**config.mk**
```make
export PLATFORM = sky130hd
export DESIGN_NAME = ifu
export DESIGN_NICKNAME = d
export VERILOG_FILES = /design/src/rtl/ifu_pkg.sv /design/src/rtl/ifu.sv
export SDC_FILE = /design/constraint.sdc
export NUM_CORES = 1
export LEC_CHECK = 0
export ABC_AREA = 1
export ABC_CLOCK_PERIOD_IN_PS = 2500
export BUFFER_PORTS_ARGS = -buffer_cell sky130_fd_sc_hd__buf_2
export CORE_ASPECT_RATIO = 1.75
export CORE_MARGIN = 5
export CORE_UTILIZATION = 54
export DETAILED_ROUTE_END_ITERATION = 8
export GPL_TIMING_DRIVEN = 0
export PLACE_DENSITY = 0.86
export SKIP_LAST_GASP = 1
export SLEW_MARGIN = 15
export SYNTH_ARGS = -nofsm -noshare
export SYNTH_HDL_FRONTEND = slang
export SYNTH_SLANG_ARGS = --single-unit
```
**constraint.sdc**
```tcl
create_clock -name clk -period 2.5 [get_ports clk]
set_input_delay 0.375 -clock clk [delete_from_list [all_inputs] [get_ports clk]]
set_output_delay 0.375 -clock clk [all_outputs]
set_load 0.01 [all_outputs]
```
**src/rtl/ifu_pkg.sv**
```systemverilog
`default_nettype none
// ----------------------------------------------------------------------------
// ifu_pkg : fetch-unit state encodings and instruction constants. Rev 1.0
// ----------------------------------------------------------------------------
package ifu_pkg;

  typedef enum logic [2:0] {
    ST_IDLE = 3'd0,
    ST_REQ  = 3'd1,
    ST_WAIT = 3'd2,
    ST_HOLD = 3'd3,
    ST_HALT = 3'd4
  } ifu_state_e;

  localparam logic [31:0] INST_EBREAK      = 32'h0010_0073;
  localparam logic [31:0] INST_NOP         = 32'h0000_0013;
  localparam logic [31:0] DEFAULT_RESET_PC = 32'h8000_0000;

endpackage : ifu_pkg
`default_nettype wire

```
**src/rtl/ifu.sv**
```systemverilog
`default_nettype none
// ----------------------------------------------------------------------------
// ifu : single-outstanding instruction fetch FSM with PC and decode holding
//       register. Rev 1.0
// ----------------------------------------------------------------------------
module ifu
  import ifu_pkg::*;
#(
  parameter int unsigned        ADDR_W   = 32,
  parameter logic [ADDR_W-1:0]  RESET_PC = ADDR_W'(DEFAULT_RESET_PC)
) (
  input  logic              clk,
  input  logic              rst_n,
  output logic              imem_req_valid,
  input  logic              imem_req_ready,
  output logic [ADDR_W-1:0] imem_req_addr,
  input  logic              imem_resp_valid,
  input  logic [31:0]       imem_resp_data,
  input  logic              imem_resp_err,
  output logic              inst_valid,
  input  logic              inst_ready,
  output logic [31:0]       inst,
  output logic [ADDR_W-1:0] inst_pc,
  output logic              inst_fault,
  input  logic              next_pc_valid,
  input  logic [ADDR_W-1:0] next_pc,
  output logic              halt
);

  ifu_state_e        state_q;
  ifu_state_e        state_d;
  logic [ADDR_W-1:0] pc_q;
  logic [31:0]       inst_q;
  logic [ADDR_W-1:0] inst_pc_q;
  logic              fault_q;
  logic              misaligned;
  logic              accept;

  assign misaligned    = (pc_q[1:0] != 2'b00);
  assign imem_req_addr = pc_q;
  assign inst          = inst_q;
  assign inst_pc       = inst_pc_q;
  assign inst_fault    = fault_q;

  always_comb begin
    state_d        = state_q;
    imem_req_valid = 1'b0;
    inst_valid     = 1'b0;
    halt           = 1'b0;
    accept         = 1'b0;
    case (state_q)
      ST_IDLE: state_d = ST_REQ;
      ST_REQ: begin
        // A misaligned PC never reaches memory; it becomes a faulting NOP.
        if (misaligned) begin
          state_d = ST_HOLD;
        end else begin
          imem_req_valid = 1'b1;
          if (imem_req_ready) state_d = ST_WAIT;
        end
      end
      ST_WAIT: begin
        if (imem_resp_valid) state_d = ST_HOLD;
      end
      ST_HOLD: begin
        inst_valid = 1'b1;
        if (inst_ready) begin
          accept  = 1'b1;
          state_d = (inst_q == INST_EBREAK && !fault_q) ? ST_HALT : ST_REQ;
        end
      end
      ST_HALT: halt = 1'b1;
      default: state_d = ST_IDLE;
    endcase
  end

  always_ff @(posedge clk) begin
    if (!rst_n) begin
      state_q   <= ST_IDLE;
      pc_q      <= RESET_PC;
      inst_q    <= '0;
      inst_pc_q <= RESET_PC;
      fault_q   <= 1'b0;
    end else begin
      state_q <= state_d;
      if (state_q == ST_REQ && misaligned) begin
        inst_q    <= INST_NOP;
        inst_pc_q <= pc_q;
        fault_q   <= 1'b1;
      end else if (state_q == ST_WAIT && imem_resp_valid) begin
        inst_q    <= imem_resp_err ? INST_NOP : imem_resp_data;
        inst_pc_q <= pc_q;
        fault_q   <= imem_resp_err;
      end
      if (accept) begin
        pc_q <= next_pc_valid ? next_pc : pc_q + ADDR_W'(4);
      end
    end
  end

`ifndef SYNTHESIS
  a_resp_only_in_wait: assert property (@(posedge clk) disable iff (!rst_n)
    imem_resp_valid |-> state_q == ST_WAIT);

  a_req_stable: assert property (@(posedge clk) disable iff (!rst_n)
    (imem_req_valid && !imem_req_ready) |=> (imem_req_valid && $stable(imem_req_addr)));
`endif

endmodule : ifu
`default_nettype wire

```
# After elaboration in Yosys (flattened, before gate mapping)
# Index checks and enable logic that the tools add are counted.
word_totals:
  register_bits: 100
  in_bits: 71
  out_inout_bits: 100
  elab_cells: 46
op_classes:
  addsub: 1
  n_eq_ne: 8
  n_mux: 20
  bitwise: 2
  n_reduce_logical: 9
op_table:
  columns: ["cell", "n"]
  rows:
  - ["32-bit two-way mux", 4]
  - ["32-bit by 3-bit adder with 32-bit output, second input constant", 1]
  - ["32-bit by 21-bit equality test with 1-bit output, second input constant", 1]
  - ["3-bit two-way mux", 5]
  - ["3-bit case mux with 5 select lines", 1]
  - ["5-bit two-way mux", 2]
  - ["1-bit two-way mux", 8]
  - ["3-bit by 2-bit equality test with 1-bit output, second input constant", 2]
  - ["2-bit inequality test, second input constant", 2]
  - ["4-bit AND reduction", 1]
  - ["2-bit nonzero test", 2]
  - ["3-bit by 1-bit equality test with 1-bit output, second input constant", 1]
  - ["3-bit equality test, second input constant", 1]
  - ["1-bit logical AND", 3]
  - ["3-bit zero test", 1]
  - ["3-bit inequality test, second input constant", 1]
  - ["1-bit inverter", 2]
  - ["2-bit OR reduction", 1]
  - ["1-bit zero test", 1]

# Longest topological paths before layout
depth:
  ltp_word: 5
  ltp_mapped: 12
  ltp_nobuf: 12

# Worst setup path before layout
# OpenSTA, ideal clock, no wires.
synth_timing:
  path_kind: "register to register"
  from: "register pc_q[2], in the netlist imem_req_addr[2]"
  to: "register pc_q[20], in the netlist imem_req_addr[20]"
  setup_time_ns: 0.070
  arrival_ns: 1.432
  t_required_ns: 2.430
  slack_ns: 0.998
  path_stages_with_launch: 12
  path_buffers: 0
  synth_period_minus_slack_ns: 1.502
  path_cell_list: "dfxtp_1 ha_1 nand2_1 nor2_1 inv_1 nor2_2 nand2_1 nor2_1 nand2_1 nor2_1 nor2_1 a21oi_1"
synth_via:
  elab_chain_cells: 2
synth_lines:
  columns: ["item", "line", "rtl"]
  rows:
  - ["start, declared", "ifu.sv:32", "logic [ADDR_W-1:0] pc_q;"]
  - ["start signal, assigned", "ifu.sv:96", "pc_q <= next_pc_valid ? next_pc : pc_q + ADDR_W'(4);"]
  - ["32-bit by 3-bit adder with 32-bit output", "ifu.sv:96", null]
  - ["32-bit two-way mux", "ifu.sv:96", null]
# Every way passes these cells.
# A chain may end at the register's enable or synchronous reset.

# Final worst setup path
layout_timing:
  from: "register pc_q[7], in the netlist imem_req_addr[7]"
  to: "register pc_q[14], in the netlist imem_req_addr[14]"
# The elaborated chain is that of the path after synthesis.

==> impl_metrics.env <==
export IMPL_syn_mean_instance_area_um2=6.59
export IMPL_finalHoldViolCount=0
export IMPL_finalClockSkew_ns=0.0101
export IMPL_antenna_found_initial=0
export IMPL_overflow=0
export IMPL_dieArea_mm2=0.0111
export IMPL_detail_route_iter0_violations=341
export IMPL_rows=46
export IMPL_finalCritPeriodShare_pct=73.6
export IMPL_synth_seq_area_share_pct=41.1
export IMPL_min_from="imem_resp_data[0]"
export IMPL_rr_endpoint="imem_req_addr[14]"
export IMPL_drive_gt1_share_pct=23.5
export IMPL_crit_type="reg -> reg"
export IMPL_hold_class="in -> reg"
export IMPL_syn_nets=810
export IMPL_cts_sinks=100
export IMPL_via_per_inst=5.47
export IMPL_timing_final_crit_period_ns=1.84
export IMPL_outcome="finished, final reports clean"
export IMPL_design_area_mm2=0.00617
export IMPL_drv_cap=0
export IMPL_total_leakage_power_uw=0.00279
export IMPL_detail_route_antenna_nets=0
export IMPL_core_area_mm2=0.00892
export IMPL_finalSetupViolCount=0
export IMPL_cts_resized=0
export IMPL_cp_start_kind="flop"
export IMPL_ios=171
export IMPL_cts_buffer_depth=2
export IMPL_place_area_mm2=0.00586
export IMPL_die_h_um=136
export IMPL_first_pass_iters=5
export IMPL_cp_max_fo=7
export IMPL_post_cts_buffers=0
export IMPL_worst_pin_slew_ns=0.594
export IMPL_synth_cell_types=30
export IMPL_min_to="inst[0]"
export IMPL_wirelength_um=16900
export IMPL_critPathCaptureType="flop"
export IMPL_antenna_cells=0
export IMPL_pwr_density_cell_mw_per_mm2=700
export IMPL_start_util_pct=54.5
export IMPL_max_freq_mhz=544
export IMPL_wl_per_cell_um=16.2
export IMPL_vias=5690
export IMPL_fp_dieW_um=81.8
export IMPL_grt_usage_pct=30.4
export IMPL_final_nets=989
export IMPL_cp_arrival_ns=2.08
export IMPL_drc=0
export IMPL_reg2reg_from="imem_req_addr[7]"
export IMPL_slew_limit_headroom_pct=60.4
export IMPL_io_buffers=168
export IMPL_yosysWarnings=0
export IMPL_cts_tree="yes"
export IMPL_synth_seq_cells=100
export IMPL_synth_ff_type="dfxtp_1"
export IMPL_cts_made_buffers=9
export IMPL_htreeDepth=3
export IMPL_peakVddDrop_v=0.000453
export IMPL_root_buffer="clkbuf_16"
export IMPL_grt_pass1_wl_um=26000
export IMPL_ctsHoldBuffers=0
export IMPL_synth_edf_count=0
export IMPL_async_flop_share_pct=0
export IMPL_cp_required_ns=2.75
export IMPL_clk_pin_slew_worst_paths_ns=0.07
export IMPL_grt_pass1_vias=5487
export IMPL_dp_hpwl_um=13200
export IMPL_netlist_area_mm2=0.00487
export IMPL_r2r_cells=11
export IMPL_drv_slew=0
export IMPL_holdPathStages=3
export IMPL_syn2layout_area_growth_pct=26.9
export IMPL_place_gp_congestion=0.962
export IMPL_synthCells=738
export IMPL_grt_setup_unrepaired="false"
export IMPL_grt_max_degree=16
export IMPL_regToRegSetupSlack_ns=0.66
export IMPL_setup_tns_ns=0
export IMPL_clk_latency_ns=0.34
[registers in the layout, indices dropped and copies added (netlist names)]
register       flops
inst_fault         1
imem_req_addr     32
inst              32
state_q            3
inst_pc           32
[power breakdown]
part / internal, µW / switching [µW]
clock network: 900 / 599
registers: 1770 / 114
logic: 347 / 596
[per-stage QoR]
stage | util [%] | total power [µW] | setup slack [ns] | hold slack, ns | cells
4_1_cts | 69.2 | 4320 | 0.701 | 0.272 | 1041
2_1_floorplan | - | 2450 | 0.998 | 0.480 | 738
3_3_place_gp | 65.7 | 2830 | 0.727 | 0.433 | 1026
3_5_place_dp | 65.7 | 2850 | 0.747 | 0.450 | 1026
5_1_grt | 69.2 | 4510 | 0.493 | 0.300 | 1041
6_report | 69.2 | 4320 | 0.661 | 0.276 | 1041
[layer usage]
| metal | GRT usage [%] | wire [µm] | vias to the layer above |
|---|---|---|---|
| met1 | 30.2 | 5680 | 2551 |
| met2 | 55.5 | 8800 | 309 |
| li1 | - | - | 2761 |
| met5 | 0 | 0 | - |
| met4 | 18.8 | 965 | 0 |
| met3 | 5.79 | 1420 | 69 |
[layout by cell type (no fill, tap or decap), types with 3 or more instances in the layout]
cell type / netlist / layout
nor2_4: 3 / 3
a31oi_1: 4 / 4
nor2_1: 124 / 124
a21oi_1: 85 / 85
dfxtp_1: 100 / 100
clkbuf_1: 17 / 18
nor3_1: 7 / 7
a211oi_1: 8 / 8
nand3_1: 64 / 64
nand2_1: 162 / 162
inv_2: 3 / 3
o21ai_0: 46 / 46
o211ai_1: 3 / 3
nand4_1: 8 / 8
clkbuf_16: 0 / 9
inv_1: 62 / 62
nand3b_1: 6 / 6
buf_2: 16 / 184
[worst max path at each step]
stage | slack [ns] | end | cells past startpoint | start
CTS | 0.70 | imem_req_addr[20] | 11 | imem_req_addr[2]
global route | 0.49 | imem_req_addr[20] | 11 | imem_req_addr[2]
global placement | 0.73 | imem_req_addr[22] | 11 | imem_req_addr[3]
finish | 0.66 | imem_req_addr[14] | 11 | imem_req_addr[7]
detailed placement | 0.75 | imem_req_addr[14] | 11 | imem_req_addr[7]
floorplan | 1.0 | imem_req_addr[20] | 11 | imem_req_addr[2]
[cell usage after synthesis, types with 4 or more instances]
library cell	instances	share of area (%)
nand2_1	162	12
dfxtp_1	100	41
inv_1	62	4.8
nor3_1	7	0.72
o21ai_0	46	4.7
a31oi_1	4	0.51
nor2_1	124	9.6
nand3_1	64	6.6
nand4_1	8	1.0
nand3b_1	6	0.93
a21oi_1	85	8.7
a211oi_1	8	1.2
clkbuf_1	17	1.3
buf_2	16	1.6
[worst max-delay path, stage by stage, from the launching register on]
cell and delay, ns:
dfxtp_1 0.49, nand2_1 0.17, nor2_1 0.15, nand3_1 0.16, inv_1 0.21, nand2_2 0.11
nor2_4 0.15, nand2_1 0.07, nand2_1 0.06, nand3_1 0.07, nand2_1 0.06, inv_1 0.04
[cell families (layout without fill, tap and decap cells)]
kind of cell | after synthesis | in the layout | synth area share, %
DFF | 100 | 100 | 41.1
adders and majority gates | 1 | 1 | 0.257
xor gates and xnor gates | 1 | 1 | 0.180
and+or+nand+nor | 383 | 383 | 33.3
AOI/OAI and AO/OA | 149 | 149 | 16.2
buffers and inverters | 104 | 287 | 8.90
[final cells by class]
type                    instances  area [µm²]
inverters                      67         251
well taps                     120         150
plain buffers                  37         181
repair buffers                168         841
clock buffers                  11         243
clock inverters                 4        73.8
fillers                       821        2750
multi-input cells             534        2430
flip-flops and latches        100        2000
Power figures use the tool's default switching activity.
